[config.mk]
export PLATFORM = sky130hd
export DESIGN_NAME = gyro_angle_integrator_flat
export DESIGN_NICKNAME = d
export VERILOG_FILES = /design/src/rtl/gyro_angle_integrator_if.sv /design/src/rtl/gyro_angle_integrator.sv /design/src/flat_wrapper.sv
export SDC_FILE = /design/constraint.sdc
export NUM_CORES = 1
export LEC_CHECK = 0
export BUFFER_PORTS_ARGS = -buffer_cell sky130_fd_sc_hd__buf_2
export CAP_MARGIN = 20
export CORE_MARGIN = 2
export CORE_UTILIZATION = 57
export CTS_CLUSTER_SIZE = 14
export DETAILED_ROUTE_END_ITERATION = 12
export PLACE_DENSITY = 0.75
export SLEW_MARGIN = 40
export SYNTH_ARGS = -nofsm -noshare
export SYNTH_HDL_FRONTEND = slang
export SYNTH_SLANG_ARGS = --single-unit
export TNS_END_PERCENT = 50
[constraint.sdc]
create_clock -name clk_100mhz -period 12.5 [get_ports clk_100mhz]
set_input_delay 3.75 -clock clk_100mhz [delete_from_list [all_inputs] [get_ports clk_100mhz]]
set_output_delay 3.75 -clock clk_100mhz [all_outputs]
set_load 0.02 [all_outputs]
[src/rtl/gyro_angle_integrator_if.sv]
// gyro_angle_integrator_if
//   Groups the rate-sample inputs, the control levels and the angle outputs
//   of gyro_angle_integrator into one bundle.
//   master : the gyro-side driver (drives samples/controls, reads angles)
//   slave  : the integrator itself
//   Signals:
//     sample_valid      gx/gy/gz valid this cycle
//     gx, gy, gz        signed rate samples (RATE_W bits)
//     recal_in          level, restart bias calibration
//     zero_in           level, force all angles to 0
//     pitch, roll, yaw  angles in degrees, 0..359
//     angle_valid       1-cycle pulse on a sample-driven update
//     calibrated        high once the bias is valid
interface gyro_angle_integrator_if #(
    parameter int RATE_W = 16
);
    logic                     sample_valid;
    logic signed [RATE_W-1:0] gx;
    logic signed [RATE_W-1:0] gy;
    logic signed [RATE_W-1:0] gz;
    logic                     recal_in;
    logic                     zero_in;
    logic [8:0]               pitch;
    logic [8:0]               roll;
    logic [8:0]               yaw;
    logic                     angle_valid;
    logic                     calibrated;

    modport master (
        output sample_valid, gx, gy, gz, recal_in, zero_in,
        input  pitch, roll, yaw, angle_valid, calibrated
    );

    modport slave (
        input  sample_valid, gx, gy, gz, recal_in, zero_in,
        output pitch, roll, yaw, angle_valid, calibrated
    );
endinterface

[src/rtl/gyro_angle_integrator.sv]
// gyro_angle_integrator
//   Turns raw signed gyro rates into wrapped 0..359 degree pitch/roll/yaw.
//   CAL state averages 2**CAL_LOG2 samples per axis to get a bias; RUN state
//   removes the bias, applies a deadband (stage 1) and integrates into a
//   fixed-point accumulator with modulo-360 wrap (stage 2).
//   Ports:
//     clk_100mhz  system clock
//     rst_in      asynchronous active-high reset
//     bus         gyro_angle_integrator_if.slave (samples, controls, angles)
module gyro_angle_integrator #(
    parameter int RATE_W   = 16,
    parameter int CAL_LOG2 = 6,
    parameter int FRAC     = 10,
    parameter int DEADBAND = 8
) (
    input  logic                  clk_100mhz,
    input  logic                  rst_in,
    gyro_angle_integrator_if.slave bus
);

    localparam int SUM_W = RATE_W + CAL_LOG2;
    localparam int D_W   = RATE_W + 1;
    // 360 * 2**FRAC < 2**(FRAC+9); acc + d stays inside a signed FRAC+11 range
    localparam int ACC_W = FRAC + 11;

    localparam logic signed [ACC_W-1:0] FULL_TURN = ACC_W'(32'sd360) <<< FRAC;
    localparam logic signed [D_W-1:0]   DB_POS    = D_W'(DEADBAND);
    localparam logic signed [D_W-1:0]   DB_NEG    = -DB_POS;

    typedef enum logic [0:0] {
        ST_CAL = 1'b0,
        ST_RUN = 1'b1
    } state_t;

    // Bias-removed rate with deadband applied.
    function automatic logic signed [D_W-1:0] debias(
        input logic signed [RATE_W-1:0] g,
        input logic signed [RATE_W-1:0] b
    );
        logic signed [D_W-1:0] d;
        d = {g[RATE_W-1], g} - {b[RATE_W-1], b};
        if ((d <= DB_POS) && (d >= DB_NEG)) begin
            d = '0;
        end else begin
            d = d;
        end
        return d;
    endfunction

    // Accumulate one delta with a single modulo-360 correction.
    function automatic logic signed [ACC_W-1:0] wrap_add(
        input logic signed [ACC_W-1:0] acc,
        input logic signed [D_W-1:0]   d
    );
        logic signed [ACC_W-1:0] s;
        s = acc + ACC_W'(d);
        if (s >= FULL_TURN) begin
            s = s - FULL_TURN;
        end else if (s < $signed({ACC_W{1'b0}})) begin
            s = s + FULL_TURN;
        end else begin
            s = s;
        end
        return s;
    endfunction

    state_t                   state_r;
    logic [CAL_LOG2-1:0]      cal_count_r;
    logic signed [SUM_W-1:0]  sum_x_r, sum_y_r, sum_z_r;
    logic signed [RATE_W-1:0] bias_x_r, bias_y_r, bias_z_r;
    logic                     s1_valid_r;
    logic signed [D_W-1:0]    d_x_r, d_y_r, d_z_r;
    logic signed [ACC_W-1:0]  acc_x_r, acc_y_r, acc_z_r;
    logic [8:0]               pitch_r, roll_r, yaw_r;
    logic                     angle_valid_r;
    logic                     calibrated_r;

    logic signed [SUM_W-1:0]  sum_x_s, sum_y_s, sum_z_s;
    logic signed [ACC_W-1:0]  acc_x_s, acc_y_s, acc_z_s;

    // Next calibration sums and next accumulator values from stage 1.
    always_comb begin
        sum_x_s = sum_x_r + SUM_W'(bus.gx);
        sum_y_s = sum_y_r + SUM_W'(bus.gy);
        sum_z_s = sum_z_r + SUM_W'(bus.gz);
        acc_x_s = wrap_add(acc_x_r, d_x_r);
        acc_y_s = wrap_add(acc_y_r, d_y_r);
        acc_z_s = wrap_add(acc_z_r, d_z_r);
    end

    // Calibration FSM, deadband stage, integration stage and output registers.
    always_ff @(posedge clk_100mhz or posedge rst_in) begin
        if (rst_in) begin
            state_r       <= ST_CAL;
            cal_count_r   <= '0;
            sum_x_r       <= '0;
            sum_y_r       <= '0;
            sum_z_r       <= '0;
            bias_x_r      <= '0;
            bias_y_r      <= '0;
            bias_z_r      <= '0;
            s1_valid_r    <= 1'b0;
            d_x_r         <= '0;
            d_y_r         <= '0;
            d_z_r         <= '0;
            acc_x_r       <= '0;
            acc_y_r       <= '0;
            acc_z_r       <= '0;
            pitch_r       <= 9'd0;
            roll_r        <= 9'd0;
            yaw_r         <= 9'd0;
            angle_valid_r <= 1'b0;
            calibrated_r  <= 1'b0;
        end else begin
            angle_valid_r <= 1'b0;
            s1_valid_r    <= 1'b0;

            // Stage 2: a recalibration discards whatever is in stage 1.
            if (s1_valid_r && !bus.recal_in) begin
                acc_x_r       <= acc_x_s;
                acc_y_r       <= acc_y_s;
                acc_z_r       <= acc_z_s;
                pitch_r       <= acc_x_s[FRAC+8:FRAC];
                roll_r        <= acc_y_s[FRAC+8:FRAC];
                yaw_r         <= acc_z_s[FRAC+8:FRAC];
                angle_valid_r <= 1'b1;
            end

            // Zeroing overrides a coincident update but keeps its valid pulse.
            if (bus.zero_in) begin
                acc_x_r <= '0;
                acc_y_r <= '0;
                acc_z_r <= '0;
                pitch_r <= 9'd0;
                roll_r  <= 9'd0;
                yaw_r   <= 9'd0;
            end

            if (bus.recal_in) begin
                state_r      <= ST_CAL;
                cal_count_r  <= '0;
                sum_x_r      <= '0;
                sum_y_r      <= '0;
                sum_z_r      <= '0;
                calibrated_r <= 1'b0;
            end else begin
                case (state_r)
                    ST_CAL: begin
                        if (bus.sample_valid) begin
                            sum_x_r     <= sum_x_s;
                            sum_y_r     <= sum_y_s;
                            sum_z_r     <= sum_z_s;
                            cal_count_r <= cal_count_r + CAL_LOG2'(1'b1);
                            if (&cal_count_r) begin
                                bias_x_r     <= RATE_W'(sum_x_s >>> CAL_LOG2);
                                bias_y_r     <= RATE_W'(sum_y_s >>> CAL_LOG2);
                                bias_z_r     <= RATE_W'(sum_z_s >>> CAL_LOG2);
                                state_r      <= ST_RUN;
                                calibrated_r <= 1'b1;
                            end
                        end
                    end
                    ST_RUN: begin
                        if (bus.sample_valid) begin
                            s1_valid_r <= 1'b1;
                            d_x_r      <= debias(bus.gx, bias_x_r);
                            d_y_r      <= debias(bus.gy, bias_y_r);
                            d_z_r      <= debias(bus.gz, bias_z_r);
                        end
                    end
                    default: begin
                        state_r      <= ST_CAL;
                        calibrated_r <= 1'b0;
                    end
                endcase
            end
        end
    end

    assign bus.pitch       = pitch_r;
    assign bus.roll        = roll_r;
    assign bus.yaw         = yaw_r;
    assign bus.angle_valid = angle_valid_r;
    assign bus.calibrated  = calibrated_r;

endmodule

[src/flat_wrapper.sv]
// flat-port wrapper written by rule: the top's interface ports become plain ports
module gyro_angle_integrator_flat 
#(
    parameter int RATE_W   = 16,
    parameter int CAL_LOG2 = 6,
    parameter int FRAC     = 10,
    parameter int DEADBAND = 8
)
  (clk_100mhz, rst_in, bus_sample_valid, bus_gx, bus_gy, bus_gz, bus_recal_in, bus_zero_in, bus_pitch, bus_roll, bus_yaw, bus_angle_valid, bus_calibrated);
  gyro_angle_integrator_if #(.RATE_W(RATE_W)) bus_i ();
  input  logic clk_100mhz;
  input  logic rst_in;
  input wire logic [$bits(bus_i.sample_valid)-1:0] bus_sample_valid;
  input wire logic [$bits(bus_i.gx)-1:0] bus_gx;
  input wire logic [$bits(bus_i.gy)-1:0] bus_gy;
  input wire logic [$bits(bus_i.gz)-1:0] bus_gz;
  input wire logic [$bits(bus_i.recal_in)-1:0] bus_recal_in;
  input wire logic [$bits(bus_i.zero_in)-1:0] bus_zero_in;
  output wire logic [$bits(bus_i.pitch)-1:0] bus_pitch;
  output wire logic [$bits(bus_i.roll)-1:0] bus_roll;
  output wire logic [$bits(bus_i.yaw)-1:0] bus_yaw;
  output wire logic [$bits(bus_i.angle_valid)-1:0] bus_angle_valid;
  output wire logic [$bits(bus_i.calibrated)-1:0] bus_calibrated;
  assign bus_i.sample_valid = bus_sample_valid;
  assign bus_i.gx = bus_gx;
  assign bus_i.gy = bus_gy;
  assign bus_i.gz = bus_gz;
  assign bus_i.recal_in = bus_recal_in;
  assign bus_i.zero_in = bus_zero_in;
  assign bus_pitch = bus_i.pitch;
  assign bus_roll = bus_i.roll;
  assign bus_yaw = bus_i.yaw;
  assign bus_angle_valid = bus_i.angle_valid;
  assign bus_calibrated = bus_i.calibrated;
  gyro_angle_integrator #(.RATE_W(RATE_W), .CAL_LOG2(CAL_LOG2), .FRAC(FRAC), .DEADBAND(DEADBAND)) u_core (.clk_100mhz(clk_100mhz), .rst_in(rst_in), .bus(bus_i));
endmodule
==> metrics.txt, run 1 <==
# TYPE chip_impl_metric gauge
chip_impl_metric{name="wl",unit="um"} 47200
chip_impl_metric{name="nNetsFinal",unit=""} 2554
chip_impl_metric{name="clock_path_buffers",unit=""} 3
chip_impl_metric{name="grt_overflow_total",unit=""} 0
chip_impl_metric{name="post_synth_num_cell_types",unit=""} 97
chip_impl_metric{name="ys_ff_latch",unit=""} 238
chip_impl_metric{name="fillers",unit=""} 2854
chip_impl_info{name="setup.worst_path.end_class",value="flop"} 1
chip_impl_metric{name="vdd_ir_drop_max",unit="uV"} 117
chip_impl_metric{name="gp_routability_congestion",unit=""} 0.923
chip_impl_metric{name="synth_top_area_frac",unit=""} 0.312
chip_impl_info{name="worstSetupPathType",value="primary input to flop"} 1
chip_impl_metric{name="comb_power_share",unit=""} 0.186
chip_impl_metric{name="cts.repair_timing.setup_buffer_count",unit=""} 0
chip_impl_info{name="min-delay-path-class",value="flop to flop"} 1
chip_impl_metric{name="synth_edf_count",unit=""} 0
chip_impl_metric{name="clk_latency",unit="ps"} 590
chip_impl_info{name="synth_common_cells",value="nand2_1 (364), dfrtp_1 (238), a21oi_1 (212), ha_1 (178), nor2_1 (154)"} 1
chip_impl_metric{name="number_of_antenna_violations_at_the_first_check_in_global_routing",unit=""} 0
chip_impl_metric{name="cts_sinks",unit=""} 238
chip_impl_info{name="rsz0062_at_grt",value="no"} 1
chip_impl_metric{name="p_int",unit="mW"} 1.53
chip_impl_metric{name="syn_to_layout_area_delta",unit="%"} 8.78
chip_impl_metric{name="post_synth_instance_area",unit="sq um"} 19100
chip_impl_metric{name="post-layout-total-power",unit="mW"} 2.16
chip_impl_metric{name="relSlewSlack",unit=""} 0.449
chip_impl_metric{name="synthCells",unit=""} 2294
chip_impl_metric{name="insertedDiodeCount",unit=""} 0
chip_impl_metric{name="post_cts_resize_count",unit=""} 0
chip_impl_metric{name="yosysWarningCount",unit=""} 0
chip_impl_metric{name="vias_per_cell",unit=""} 6.05
chip_impl_info{name="most_used_standard_cell_by_instance_count_after_synthesis",value="nand2_1"} 1
chip_impl_metric{name="ctsHtreeMaxLevel",unit=""} 1
chip_impl_metric{name="swShare",unit=""} 0.289
chip_impl_metric{name="row_count",unit=""} 66
chip_impl_metric{name="power.switching",unit="uW"} 623
chip_impl_metric{name="async_reset_ff_frac",unit=""} 1.00
chip_impl_metric{name="io_buffer_count",unit=""} 81
chip_impl_metric{name="synth.net_count",unit=""} 2534
chip_impl_metric{name="drcViolationCount",unit=""} 0
chip_impl_metric{name="crit_path_max_fanout",unit=""} 7
chip_impl_metric{name="dp_hpwl",unit="um"} 34300
chip_impl_info{name="type_of_element_launching_the_critical_path",value="primary input"} 1
chip_impl_info{name="netlist_top_cells_area",value="dfrtp_1 (31%), ha_1 (12%), nand2_1 (7.2%)"} 1
chip_impl_metric{name="number_of_top_level_pins",unit=""} 82
chip_impl_metric{name="floorplan.die_area",unit="sq um"} 34900
chip_impl_info{name="ys_dominant_reg_cell",value="dfrtp_1"} 1
chip_impl_metric{name="first_global_vias",unit=""} 16185
chip_impl_metric{name="drt_first_pass_iters",unit=""} 5
chip_impl_metric{name="clock_power_share",unit=""} 0.436
chip_impl_metric{name="power_density_normalized_to_cell_area",unit="nW/um^2"} 104
chip_impl_info{name="cts_tree",value="yes"} 1
chip_impl_metric{name="final-max-slew-violation-count",unit=""} 0
chip_impl_info{name="yosysTopAreaCell",value="dfrtp_1"} 1
chip_impl_metric{name="worst-endpoint-arrival",unit="ps"} 7510
chip_impl_metric{name="layout-drive-gt1-share",unit=""} 0.0894
chip_impl_metric{name="global_route.usage.total",unit=""} 0.270
chip_impl_metric{name="drt-initial-drc-count",unit=""} 1090
chip_impl_metric{name="cts_hold_repair.buffers",unit=""} 0
chip_impl_metric{name="avgRoutedWirePerCell",unit="um"} 17.0
chip_impl_metric{name="initial_utilization",unit=""} 0.583
chip_impl_metric{name="die_x",unit="um"} 187
chip_impl_metric{name="leakage",unit="nW"} 10.2
chip_impl_metric{name="tmin_final",unit="ps"} 7030
chip_impl_metric{name="design.core.area",unit="sq um"} 32700
chip_impl_metric{name="timing_limited_maximum_frequency",unit="MHz"} 142
chip_impl_metric{name="first_pass_grt_wire_length",unit="um"} 79600
chip_impl_metric{name="setup_total_negative_slack",unit="ps"} 0
chip_impl_metric{name="syn_area_per_cell",unit="sq um"} 8.31
chip_impl_metric{name="power_frac_seq",unit=""} 0.378
chip_impl_metric{name="die_h",unit="um"} 187
chip_impl_metric{name="fin_worst_skew",unit="ps"} 32.0
chip_impl_metric{name="finish.utilization",unit=""} 0.634
chip_impl_metric{name="setup-violations-final",unit=""} 0
chip_impl_metric{name="grt_start_max_net_pins",unit=""} 140
chip_impl_metric{name="tritoncts.num_buffers",unit=""} 30
chip_impl_metric{name="clk_pin_slew_worst_paths",unit="ps"} 60
chip_impl_metric{name="synth_sequential_area_ratio",unit=""} 0.312
chip_impl_metric{name="worst_ep_required_time",unit="ps"} 12980
chip_impl_info{name="status",value="completed"} 1
chip_impl_metric{name="max_cap_viol_count",unit=""} 0
chip_impl_metric{name="vias",unit=""} 16824
chip_impl_metric{name="ant_nets",unit=""} 0
chip_impl_metric{name="timing_hold_violations_final",unit=""} 0
chip_impl_info{name="cts_root_buffer",value="clkbuf_16"} 1
chip_impl_metric{name="worst_pin_slew",unit="ps"} 827
chip_impl_metric{name="min_period_over_period",unit=""} 0.562
flip-flops by register name, indices dropped and copies added, names as in the netlist, 13 cells and up:
name and cells:
u_core.sum_x_r 22, u_core.sum_y_r 22, u_core.sum_z_r 22, u_core.d_x_r 17, u_core.d_y_r 17, u_core.d_z_r 17, u_core.bias_x_r 16, u_core.bias_y_r 16
u_core.bias_z_r 16, u_core.acc_x_r 13, u_core.acc_y_r 13, u_core.acc_z_r 13
stage by stage:
| step | setup slack [ps] | instance area (sq um) | std cells | hold slack [ps] |
|---|---|---|---|---|
| final | 5470 | 20700 | 2780 | 480 |
| after global routing | 5110 | 20700 | 2780 | 519 |
| after CTS | 5510 | 20700 | 2780 | 487 |
| after detailed placement | 4870 | 19600 | 2724 | 474 |
| after global placement | 4950 | 19600 | 2724 | 464 |
| after floorplan | 2220 | 19100 | 2294 | 450 |
cell type report:
type	instances	area, sq um	area share
Timing Repair Buffer	90	479	0.0231
Inverter	98	380	0.0183
Multi-Input combinational cell	1856	12300	0.592
Clock inverter	19	263	0.0127
Sequential cell	238	5960	0.287
Clock buffer	37	827	0.0399
Tap cell	442	553	0.0267
power by group through the flow:
stage	clock [mW]	sequential (mW)	combinational [mW]
after detailed placement	0	0.829	0.397
after CTS	0.956	0.815	0.400
final	0.940	0.815	0.402
after floorplan	0	0.825	0.310
after global routing	0.987	0.818	0.454
after global placement	0	0.828	0.388
placed cells by master, fill, tap and decap left out, drive strengths merged, types with 36 or more instances in the layout:
cell type and instances:
a211oi 39, a21o 59, a21oi 214, buf 90, clkbuf 37, dfrtp 238, ha 178, inv 98
nand2 364, nor2 155, nor3 65, o21ai 143, o31ai 36, xnor2 100, xor2 58
critical path, stage by stage:
cell and delay [ps]:
buf_2 110, inv_1 50, ha_1 210, fa_1 400, nand2b_1 160, a21boi_1 170
o21ai_0 130, a21oi_1 260, nor2_1 80, xnor2_1 150, or4b_1 530, or4b_1 540
nor4_2 460, nor3_1 230, a22o_1 270
logic make-up after synthesis:
| family | synth area share |
|---|---|
| muxes | 0.00643 |
| buffers and inverters | 0.0454 |
| AOI/OAI and AO/OA | 0.236 |
| xor gates and xnor gates | 0.0730 |
| DFF | 0.312 |
| adders and majority gates | 0.126 |
| and+or+nand+nor | 0.200 |
worst paths after layout:
kind / slack (ps) / to / depth (start not counted) / start
min in group asynchronous: 3310 / u_core.acc_x_r[7] / 2 / rst_in
min: 480 / u_core.bias_z_r[5] / 2 / u_core.bias_z_r[5]
min reg2reg: 480 / u_core.bias_z_r[5] / 2 / u_core.bias_z_r[5]
max: 5470 / u_core.d_y_r[6] / 15 / bus_gy[0]
max in group asynchronous: 7380 / u_core.sum_z_r[21] / 4 / rst_in
max reg2reg: 7990 / u_core.bus.yaw[7] / 14 / u_core.d_z_r[0]
routing by layer:
metal,up-vias,global-route usage,share of wire
li1,8292,-,-
met1,8016,0.385,0.47
met2,433,0.436,0.45
met3,83,0.0341,0.055
met4,0,0.0723,0.024
met5,-,0,0
(Power assumes the default switching activity.)
==> run 2: changes to the inputs <==
--- a/config.mk
+++ b/config.mk
@@ -5,13 +5,14 @@
 export SDC_FILE = /design/constraint.sdc
 export NUM_CORES = 1
 export LEC_CHECK = 0
+export ABC_AREA = 1
 export BUFFER_PORTS_ARGS = -buffer_cell sky130_fd_sc_hd__buf_2
 export CAP_MARGIN = 20
 export CORE_MARGIN = 2
 export CORE_UTILIZATION = 57
 export CTS_CLUSTER_SIZE = 14
 export DETAILED_ROUTE_END_ITERATION = 12
-export PLACE_DENSITY = 0.75
+export PLACE_DENSITY = 0.74
 export SLEW_MARGIN = 40
 export SYNTH_ARGS = -nofsm -noshare
 export SYNTH_HDL_FRONTEND = slang
==> constraint.sdc (replaced) <==
create_clock -name clk_100mhz -period 6.7 [get_ports clk_100mhz]
set_input_delay 2.01 -clock clk_100mhz [delete_from_list [all_inputs] [get_ports clk_100mhz]]
set_output_delay 2.01 -clock clk_100mhz [all_outputs]
set_load 0.02 [all_outputs]
==> run 2 against run 1 <==
Effect of this change:
- non-clock buffer count grew 3
- synthesized cell count rose by 35%
- sequential power is 99% higher
- sequential share of layout area decreased by 2.5 points
- combinational power rose to 3.6 times the previous value
- global-route usage is 1.7 points higher
- sequential cell count stayed put
- register-to-register slack lost 4600 ps
- clock power increased by 91%
- routed wire length up 16%
- power is 130% higher
- critical path type unchanged
- highest routed layer unchanged
==> metrics.txt, run 2 <==
# TYPE chip_impl_metric gauge
chip_impl_metric{name="initial_utilization",unit=""} 0.576
chip_impl_info{name="rsz0062_at_grt",value="no"} 1
chip_impl_metric{name="row_count",unit=""} 70
chip_impl_metric{name="setup_total_negative_slack",unit="ps"} 0
chip_impl_info{name="cpMaxStageDelayCell",value="fa_1"} 1
chip_impl_info{name="status",value="completed"} 1
chip_impl_metric{name="syn_area_per_cell",unit="sq um"} 6.74
chip_impl_metric{name="met3_routing_resource_usage_after_global_routing",unit=""} 0.0244
chip_impl_info{name="yosysTopAreaCell",value="dfrtp_1"} 1
chip_impl_info{name="grt_busiest_layer",value="met2"} 1
chip_impl_metric{name="yosysWarningCount",unit=""} 0
chip_impl_info{name="worst_path_cell_chain",value="buf_2 > inv_1 > ha_1 > fa_1 > inv_1 > nand2_1 > o21ai_1 > nand3_1 > nand3_1 > xor2_1 > nand3_1 > nor3_2 > nand3_2 > nand3b_1 > nand2_1"} 1
chip_impl_metric{name="tmin_final",unit="ps"} 4180
chip_impl_metric{name="clock_path_buffers",unit=""} 3
chip_impl_metric{name="number_of_top_level_pins",unit=""} 82
chip_impl_metric{name="first_pass_grt_wire_length",unit="um"} 91900
chip_impl_metric{name="synth.net_count",unit=""} 3345
chip_impl_metric{name="wl",unit="um"} 54900
chip_impl_metric{name="cts_sinks",unit=""} 238
chip_impl_metric{name="floorplan.die_area",unit="sq um"} 38300
chip_impl_metric{name="drt-initial-drc-count",unit=""} 1348
chip_impl_metric{name="grt_use_met2",unit=""} 0.474
chip_impl_metric{name="grt_overflow_total",unit=""} 0
chip_impl_metric{name="post_synth_num_cell_types",unit=""} 61
chip_impl_metric{name="vias_per_cell",unit=""} 5.51
chip_impl_metric{name="post_synth_instance_area",unit="sq um"} 20900
chip_impl_metric{name="drcViolationCount",unit=""} 0
chip_impl_metric{name="ant_nets",unit=""} 0
chip_impl_metric{name="vias",unit=""} 20063
chip_impl_metric{name="clk_latency",unit="ps"} 590
chip_impl_metric{name="swShare",unit=""} 0.351
chip_impl_info{name="netlist_top_cells_area",value="dfrtp_1 (28%), nand2_1 (18%), ha_1 (11%)"} 1
chip_impl_metric{name="layout-drive-gt1-share",unit=""} 0.0882
chip_impl_metric{name="cts.repair_timing.setup_buffer_count",unit=""} 0
chip_impl_metric{name="ys_ff_latch",unit=""} 238
chip_impl_metric{name="placement.setup.worst_slack",unit="ps"} 1940
chip_impl_metric{name="first_global_vias",unit=""} 18961
chip_impl_info{name="worstSetupPathType",value="primary input to flop"} 1
chip_impl_metric{name="max_cap_viol_count",unit=""} 0
chip_impl_metric{name="synth_edf_count",unit=""} 0
chip_impl_info{name="setup.worst_path.end_class",value="flop"} 1
chip_impl_metric{name="worst_ep_required_time",unit="ps"} 7150
chip_impl_metric{name="p_int",unit="mW"} 3.16
chip_impl_metric{name="clk_pin_slew_worst_paths",unit="ps"} 60
chip_impl_metric{name="cp.buffers_inverters",unit=""} 3
chip_impl_metric{name="worst_pin_slew",unit="ps"} 822
chip_impl_metric{name="clock_power_share",unit=""} 0.369
chip_impl_metric{name="ctsHtreeMaxLevel",unit=""} 1
chip_impl_metric{name="grt_start_max_net_pins",unit=""} 135
chip_impl_info{name="critical_path.top_delay_family",value="simple AND/OR/NAND/NOR gates"} 1
chip_impl_metric{name="insertedDiodeCount",unit=""} 0
chip_impl_metric{name="gr-usage-met1",unit=""} 0.412
chip_impl_info{name="min-delay-path-class",value="flop to flop"} 1
chip_impl_info{name="top_regs",value="u_core.sum_x_r (22), u_core.sum_y_r (22), u_core.sum_z_r (22)"} 1
chip_impl_metric{name="critical-path-max-stage-delay",unit="ps"} 400
chip_impl_metric{name="post_cts_resize_count",unit=""} 0
chip_impl_info{name="cts_tree",value="yes"} 1
chip_impl_metric{name="gp_routability_congestion",unit=""} 0.964
chip_impl_metric{name="comb_power_share",unit=""} 0.300
chip_impl_metric{name="synth_sequential_area_ratio",unit=""} 0.285
chip_impl_metric{name="timing_hold_violations_final",unit=""} 0
chip_impl_metric{name="timing_limited_maximum_frequency",unit="MHz"} 239
chip_impl_metric{name="global_route.usage.total",unit=""} 0.287
chip_impl_metric{name="final-max-slew-violation-count",unit=""} 0
chip_impl_metric{name="vdd_ir_drop_max",unit="uV"} 189
chip_impl_metric{name="setup-violations-final",unit=""} 0
chip_impl_info{name="most_used_standard_cell_by_instance_count_after_synthesis",value="nand2_1"} 1
chip_impl_info{name="synth_common_cells",value="nand2_1 (1,006), inv_1 (389), dfrtp_1 (238), nand3_1 (232), nor2_1 (219)"} 1
chip_impl_metric{name="number_of_antenna_violations_at_the_first_check_in_global_routing",unit=""} 0
chip_impl_metric{name="power_frac_seq",unit=""} 0.332
chip_impl_metric{name="io_buffer_count",unit=""} 81
chip_impl_metric{name="tritoncts.num_buffers",unit=""} 30
chip_impl_metric{name="die_x",unit="um"} 196
chip_impl_metric{name="min_period_over_period",unit=""} 0.624
chip_impl_metric{name="drt_first_pass_iters",unit=""} 6
chip_impl_metric{name="crit_path_max_fanout",unit=""} 17
chip_impl_metric{name="synthCells",unit=""} 3105
chip_impl_info{name="leading_cell_type_in_the_layout_fill_and_taps_excluded",value="nand2_1"} 1
chip_impl_metric{name="power.switching",unit="mW"} 1.71
chip_impl_metric{name="dp_hpwl",unit="um"} 42000
chip_impl_info{name="crit_path_frequent_cell",value="nand3_1"} 1
chip_impl_metric{name="post-layout-total-power",unit="mW"} 4.87
chip_impl_metric{name="synth_top_area_frac",unit=""} 0.285
chip_impl_metric{name="design.core.area",unit="sq um"} 36300
chip_impl_metric{name="fin_worst_skew",unit="ps"} 25.2
chip_impl_metric{name="power_density_normalized_to_cell_area",unit="nW/um^2"} 214
chip_impl_metric{name="syn_to_layout_area_delta",unit="%"} 8.73
chip_impl_metric{name="leakage",unit="nW"} 12.3
chip_impl_info{name="ys_dominant_reg_cell",value="dfrtp_1"} 1
chip_impl_metric{name="relSlewSlack",unit=""} 0.452
chip_impl_metric{name="cts_hold_repair.buffers",unit=""} 0
chip_impl_metric{name="holdWs",unit="ps"} 480
chip_impl_metric{name="worst-endpoint-arrival",unit="ps"} 4630
chip_impl_info{name="final_cell_mix",value="nand2_1 (1,006), inv_1 (385), dfrtp_1 (238)"} 1
chip_impl_info{name="cts_root_buffer",value="clkbuf_16"} 1
chip_impl_metric{name="die_h",unit="um"} 196
chip_impl_metric{name="nNetsFinal",unit=""} 3392
chip_impl_metric{name="setup_slack",unit="ps"} 2520
chip_impl_info{name="type_of_element_launching_the_critical_path",value="primary input"} 1
chip_impl_metric{name="avgRoutedWirePerCell",unit="um"} 15.1
chip_impl_metric{name="async_reset_ff_frac",unit=""} 1.00
run 2: changes by cell type after synthesis, sizes merged, moves of 24 or more:
cell / previous run / this run
nand2: 364 / 1050
inv: 97 / 397
nand3: 32 / 255
nor2: 155 / 226
xnor2: 100 / 32
a21oi: 214 / 160
a21o: 59 / 7
o21ai: 143 / 186
a211oi: 39 / 5
o31ai: 36 / 5
or3: 25 / 0
nand2b: 24 / 0
run 2: final cells by class:
type / instances / area [sq um]
fillers: 3380 / 13600
flip-flops and latches: 238 / 5960
repair buffers: 93 / 548
clock inverters: 18 / 270
multi-input cells: 2391 / 13100
well taps: 468 / 586
inverters: 398 / 1500
clock buffers: 37 / 837
run 2: path summary, 6_finish.rpt:
path | from | to | slack, ps | cells after the start
min in group asynchronous | rst_in | u_core.sum_x_r[1] | 1470 | 3
max in group asynchronous | rst_in | u_core.sum_y_r[6] | 3840 | 4
hold / removal | u_core.sum_z_r[16] | u_core.sum_z_r[16] | 480 | 2
hold reg to reg | u_core.sum_z_r[16] | u_core.sum_z_r[16] | 480 | 2
setup reg to reg | u_core.acc_z_r[0] | u_core.acc_z_r[19] | 3420 | 23
setup / recovery | bus_gy[0] | u_core.d_y_r[7] | 2520 | 15
run 2: metal layers:
metal	vias to the layer above	wire, um
li1	10197	-
met1	9283	26300
met2	502	24700
met3	81	2790
met4	0	1030
met5	-	0
run 2: power by group through the flow:
stage               clock network (mW)  registers, mW  logic [mW]
floorplan                            0           1.61        1.14
detailed placement                   0           1.64        1.44
CTS                               1.84           1.62        1.45
global placement                     0           1.64        1.41
global route                      1.88           1.63        1.66
finish                            1.80           1.62        1.46
run 2: worst reg2reg max path, cell delays in order (launching register included):
cell     delay [ps]
dfrtp_1         380
ha_1            260
fa_1            400
nand2_1         150
nand3_1          90
nand3_1         100
nand2_1         120
nand2_1         100
nand3_1          90
nand2_2         130
inv_1            80
ha_1            210
inv_1            50
nand3_1         100
nor2_2          140
nand2_1          60
nand2_1          80
nor2_1           60
nand2_2         230
nand2_1         120
nand2_1          70
nand2_1          40
nand3_1          60
nand2_1          50
run 2: logic make-up after synthesis:
logic type | after synthesis | synth area share
AO/OA/AOI/OAI | 451 | 0.126
XOR/XNOR | 83 | 0.0351
adder cells (fa/ha/maj) | 187 | 0.115
buffers and inverters | 476 | 0.0926
flip-flops | 238 | 0.285
AND/OR/NAND/NOR | 1670 | 0.346
run 2: through the flow:
stage,utilization,cells,instance area [sq um]
after floorplan,-,3105,20900
after global placement,0.594,3586,21600
after detailed placement,0.595,3587,21600
after CTS,0.625,3642,22700
after global routing,0.626,3643,22700
final,0.626,3643,22700
==> run 3: changes to the inputs <==
==> constraint.sdc (replaced) <==
create_clock -name clk_100mhz -period 3.95 [get_ports clk_100mhz]
set_input_delay 1.185 -clock clk_100mhz [delete_from_list [all_inputs] [get_ports clk_100mhz]]
set_output_delay 1.185 -clock clk_100mhz [all_outputs]
set_load 0.02 [all_outputs]
==> run 3 against run 2 <==
Effect of this change:
- sequential power up 70%
- clock skew decreased by 5.0 ps
- core utilization decreased by 0.12 points
==> metrics.txt, run 3 (synthesis results as in run 2) <==
# TYPE chip_impl_metric gauge
chip_impl_metric{name="gp_routability_congestion",unit=""} 0.926
chip_impl_info{name="min-delay-path-class",value="flop to flop"} 1
chip_impl_metric{name="layout-drive-gt1-share",unit=""} 0.0887
chip_impl_metric{name="post_dp_cell_area",unit="sq um"} 21700
chip_impl_metric{name="number_of_antenna_violations_at_the_first_check_in_global_routing",unit=""} 1
chip_impl_metric{name="vdd_ir_drop_max",unit="uV"} 437
chip_impl_metric{name="cts_hold_repair.buffers",unit=""} 0
chip_impl_info{name="cts_root_buffer",value="clkbuf_16"} 1
chip_impl_metric{name="timing_hold_violations_final",unit=""} 0
chip_impl_metric{name="clock_path_buffers",unit=""} 3
chip_impl_info{name="top_regs",value="u_core.sum_x_r (22), u_core.sum_y_r (22), u_core.sum_z_r (22)"} 1
chip_impl_metric{name="row_count",unit=""} 70
chip_impl_metric{name="drcViolationCount",unit=""} 0
chip_impl_metric{name="worst-endpoint-arrival",unit="ps"} 3870
chip_impl_metric{name="design.core.area",unit="sq um"} 36300
chip_impl_metric{name="post_cts_resize_count",unit=""} 0
chip_impl_metric{name="clk_pin_slew_worst_paths",unit="ps"} 60
chip_impl_info{name="cts_tree",value="yes"} 1
chip_impl_metric{name="nNetsFinal",unit=""} 3401
chip_impl_metric{name="detailroute.wirelength.met3",unit="um"} 2890
chip_impl_info{name="final_cell_mix",value="nand2_1 (1,006), inv_1 (388), dfrtp_1 (238)"} 1
chip_impl_metric{name="number_of_top_level_pins",unit=""} 82
chip_impl_metric{name="vias_per_cell",unit=""} 5.55
chip_impl_metric{name="drt_first_pass_iters",unit=""} 6
chip_impl_info{name="setup.worst_path.end_class",value="flop"} 1
chip_impl_metric{name="die_h",unit="um"} 196
chip_impl_metric{name="timing_limited_maximum_frequency",unit="MHz"} 292
chip_impl_metric{name="vias",unit=""} 20266
chip_impl_metric{name="worst_ep_required_time",unit="ps"} 4400
chip_impl_metric{name="cts_sinks",unit=""} 238
chip_impl_metric{name="final-max-slew-violation-count",unit=""} 0
chip_impl_metric{name="syn_to_layout_area_delta",unit="%"} 8.51
chip_impl_metric{name="ctsHtreeMaxLevel",unit=""} 1
chip_impl_metric{name="first_global_vias",unit=""} 19178
chip_impl_metric{name="worst_pin_slew",unit="ps"} 621
chip_impl_info{name="type_of_element_launching_the_critical_path",value="flop"} 1
chip_impl_metric{name="leakage",unit="nW"} 12.3
chip_impl_metric{name="avgRoutedWirePerCell",unit="um"} 15.1
chip_impl_metric{name="final_cell_area",unit="sq um"} 22700
chip_impl_metric{name="setup-violations-final",unit=""} 0
chip_impl_metric{name="max_cap_viol_count",unit=""} 0
chip_impl_metric{name="ant_nets",unit=""} 0
chip_impl_info{name="rsz0062_at_grt",value="no"} 1
chip_impl_metric{name="io_buffer_count",unit=""} 81
chip_impl_metric{name="die_x",unit="um"} 196
chip_impl_metric{name="clk_latency",unit="ps"} 570
chip_impl_metric{name="post-layout-total-power",unit="mW"} 7.98
chip_impl_metric{name="grt_overflow_total",unit=""} 0
chip_impl_metric{name="grt_start_max_net_pins",unit=""} 99
chip_impl_metric{name="crit_path_max_fanout",unit=""} 11
chip_impl_metric{name="dp_hpwl",unit="um"} 43100
chip_impl_metric{name="initial_utilization",unit=""} 0.576
chip_impl_metric{name="hold-path-cell-count",unit=""} 2
chip_impl_metric{name="fin_worst_skew",unit="ps"} 20.2
chip_impl_metric{name="drt-initial-drc-count",unit=""} 1257
chip_impl_info{name="status",value="completed"} 1
chip_impl_metric{name="detailroute.wirelength.met2",unit="um"} 24800
chip_impl_metric{name="relSlewSlack",unit=""} 0.585
chip_impl_metric{name="tritoncts.num_buffers",unit=""} 29
chip_impl_info{name="worstSetupPathType",value="flop to flop"} 1
chip_impl_metric{name="global_route.usage.total",unit=""} 0.288
chip_impl_metric{name="floorplan.die_area",unit="sq um"} 38300
chip_impl_metric{name="first_pass_grt_wire_length",unit="um"} 92100
chip_impl_metric{name="power_density_normalized_to_cell_area",unit="nW/um^2"} 351
chip_impl_info{name="leading_cell_type_in_the_layout_fill_and_taps_excluded",value="nand2_1"} 1
chip_impl_metric{name="wirelength_met1",unit="um"} 26400
chip_impl_metric{name="min_period_over_period",unit=""} 0.867
chip_impl_metric{name="cts.repair_timing.setup_buffer_count",unit=""} 0
chip_impl_metric{name="tmin_final",unit="ps"} 3420
chip_impl_info{name="route.top_layer_used",value="met4"} 1
chip_impl_metric{name="r2r.worst_path.cells",unit=""} 23
chip_impl_metric{name="wl",unit="um"} 55000
run 3: cell count changes in the layout (fill, tap and decap cells not counted), sizes merged:
cell / change
buf: +10
bufinv: -3
inv: +1
diode: +1
clkbuf: +1
clkinv: +1
clkinvlp: -4
run 3: final timing paths:
| path | endpoint | slack (ps) | startpoint |
|---|---|---|---|
| min in group asynchronous | u_core.d_x_r[11] | 600 | rst_in |
| hold reg to reg | u_core.d_x_r[5] | 480 | u_core.d_x_r[5] |
| hold / removal | u_core.d_x_r[5] | 480 | u_core.d_x_r[5] |
| setup reg to reg | u_core.acc_z_r[19] | 530 | u_core.acc_z_r[0] |
| max in group asynchronous | u_core.sum_z_r[5] | 2580 | rst_in |
| setup / recovery | u_core.acc_z_r[19] | 530 | u_core.acc_z_r[0] |
run 3: per-layer routing:
metal  GRT usage  vias to the layer above
li1            -                    10231
met1       0.408                     9433
met2       0.476                      530
met3      0.0302                       72
met4      0.0645                        0
met5           0                        -
run 3: worst max-delay path, cell delays in order (launching register included):
cell	delay, ps
dfrtp_1	380
ha_1	270
fa_1	400
nand2_1	170
nand3_1	100
nand3_1	100
nand2_1	120
nand2_1	120
nand3_1	100
nand2_2	130
inv_1	80
ha_1	210
inv_1	60
nand3_1	120
nor2_2	150
nand2_1	60
nand2_1	80
nor2_1	60
nand2_2	230
nand2_1	120
nand2_1	80
nand2_1	40
nand3_1	60
nand2_1	50
run 3: cell type report:
type / count / area [sq um]
Fill cell: 3360 / 13600
Multi-Input combinational cell: 2391 / 13100
Sequential cell: 238 / 5960
Inverter: 398 / 1500
Clock buffer: 38 / 820
Timing Repair Buffer: 103 / 628
Tap cell: 468 / 586
Clock inverter: 13 / 160
Antenna cell: 1 / 2.50
run 3: where the power goes:
part           switching [mW]  total (mW)  internal, mW
clock                    1.10        2.75          1.65
sequential              0.137        2.75          2.61
combinational            1.62        2.48         0.863
total                    2.85        7.98          5.12
run 3: per-stage QoR:
stage                     cells  TNS (ps)   util  hold WS [ps]  setup slack (ps)
after floorplan            3105    -84450      -           449              -355
after global placement     3597         0  0.597           467               150
after detailed placement   3597         0  0.597           473              80.5
after CTS                  3648         0  0.624           490               585
after global routing       3650         0  0.625           498               135
final                      3650         0  0.625           485               527
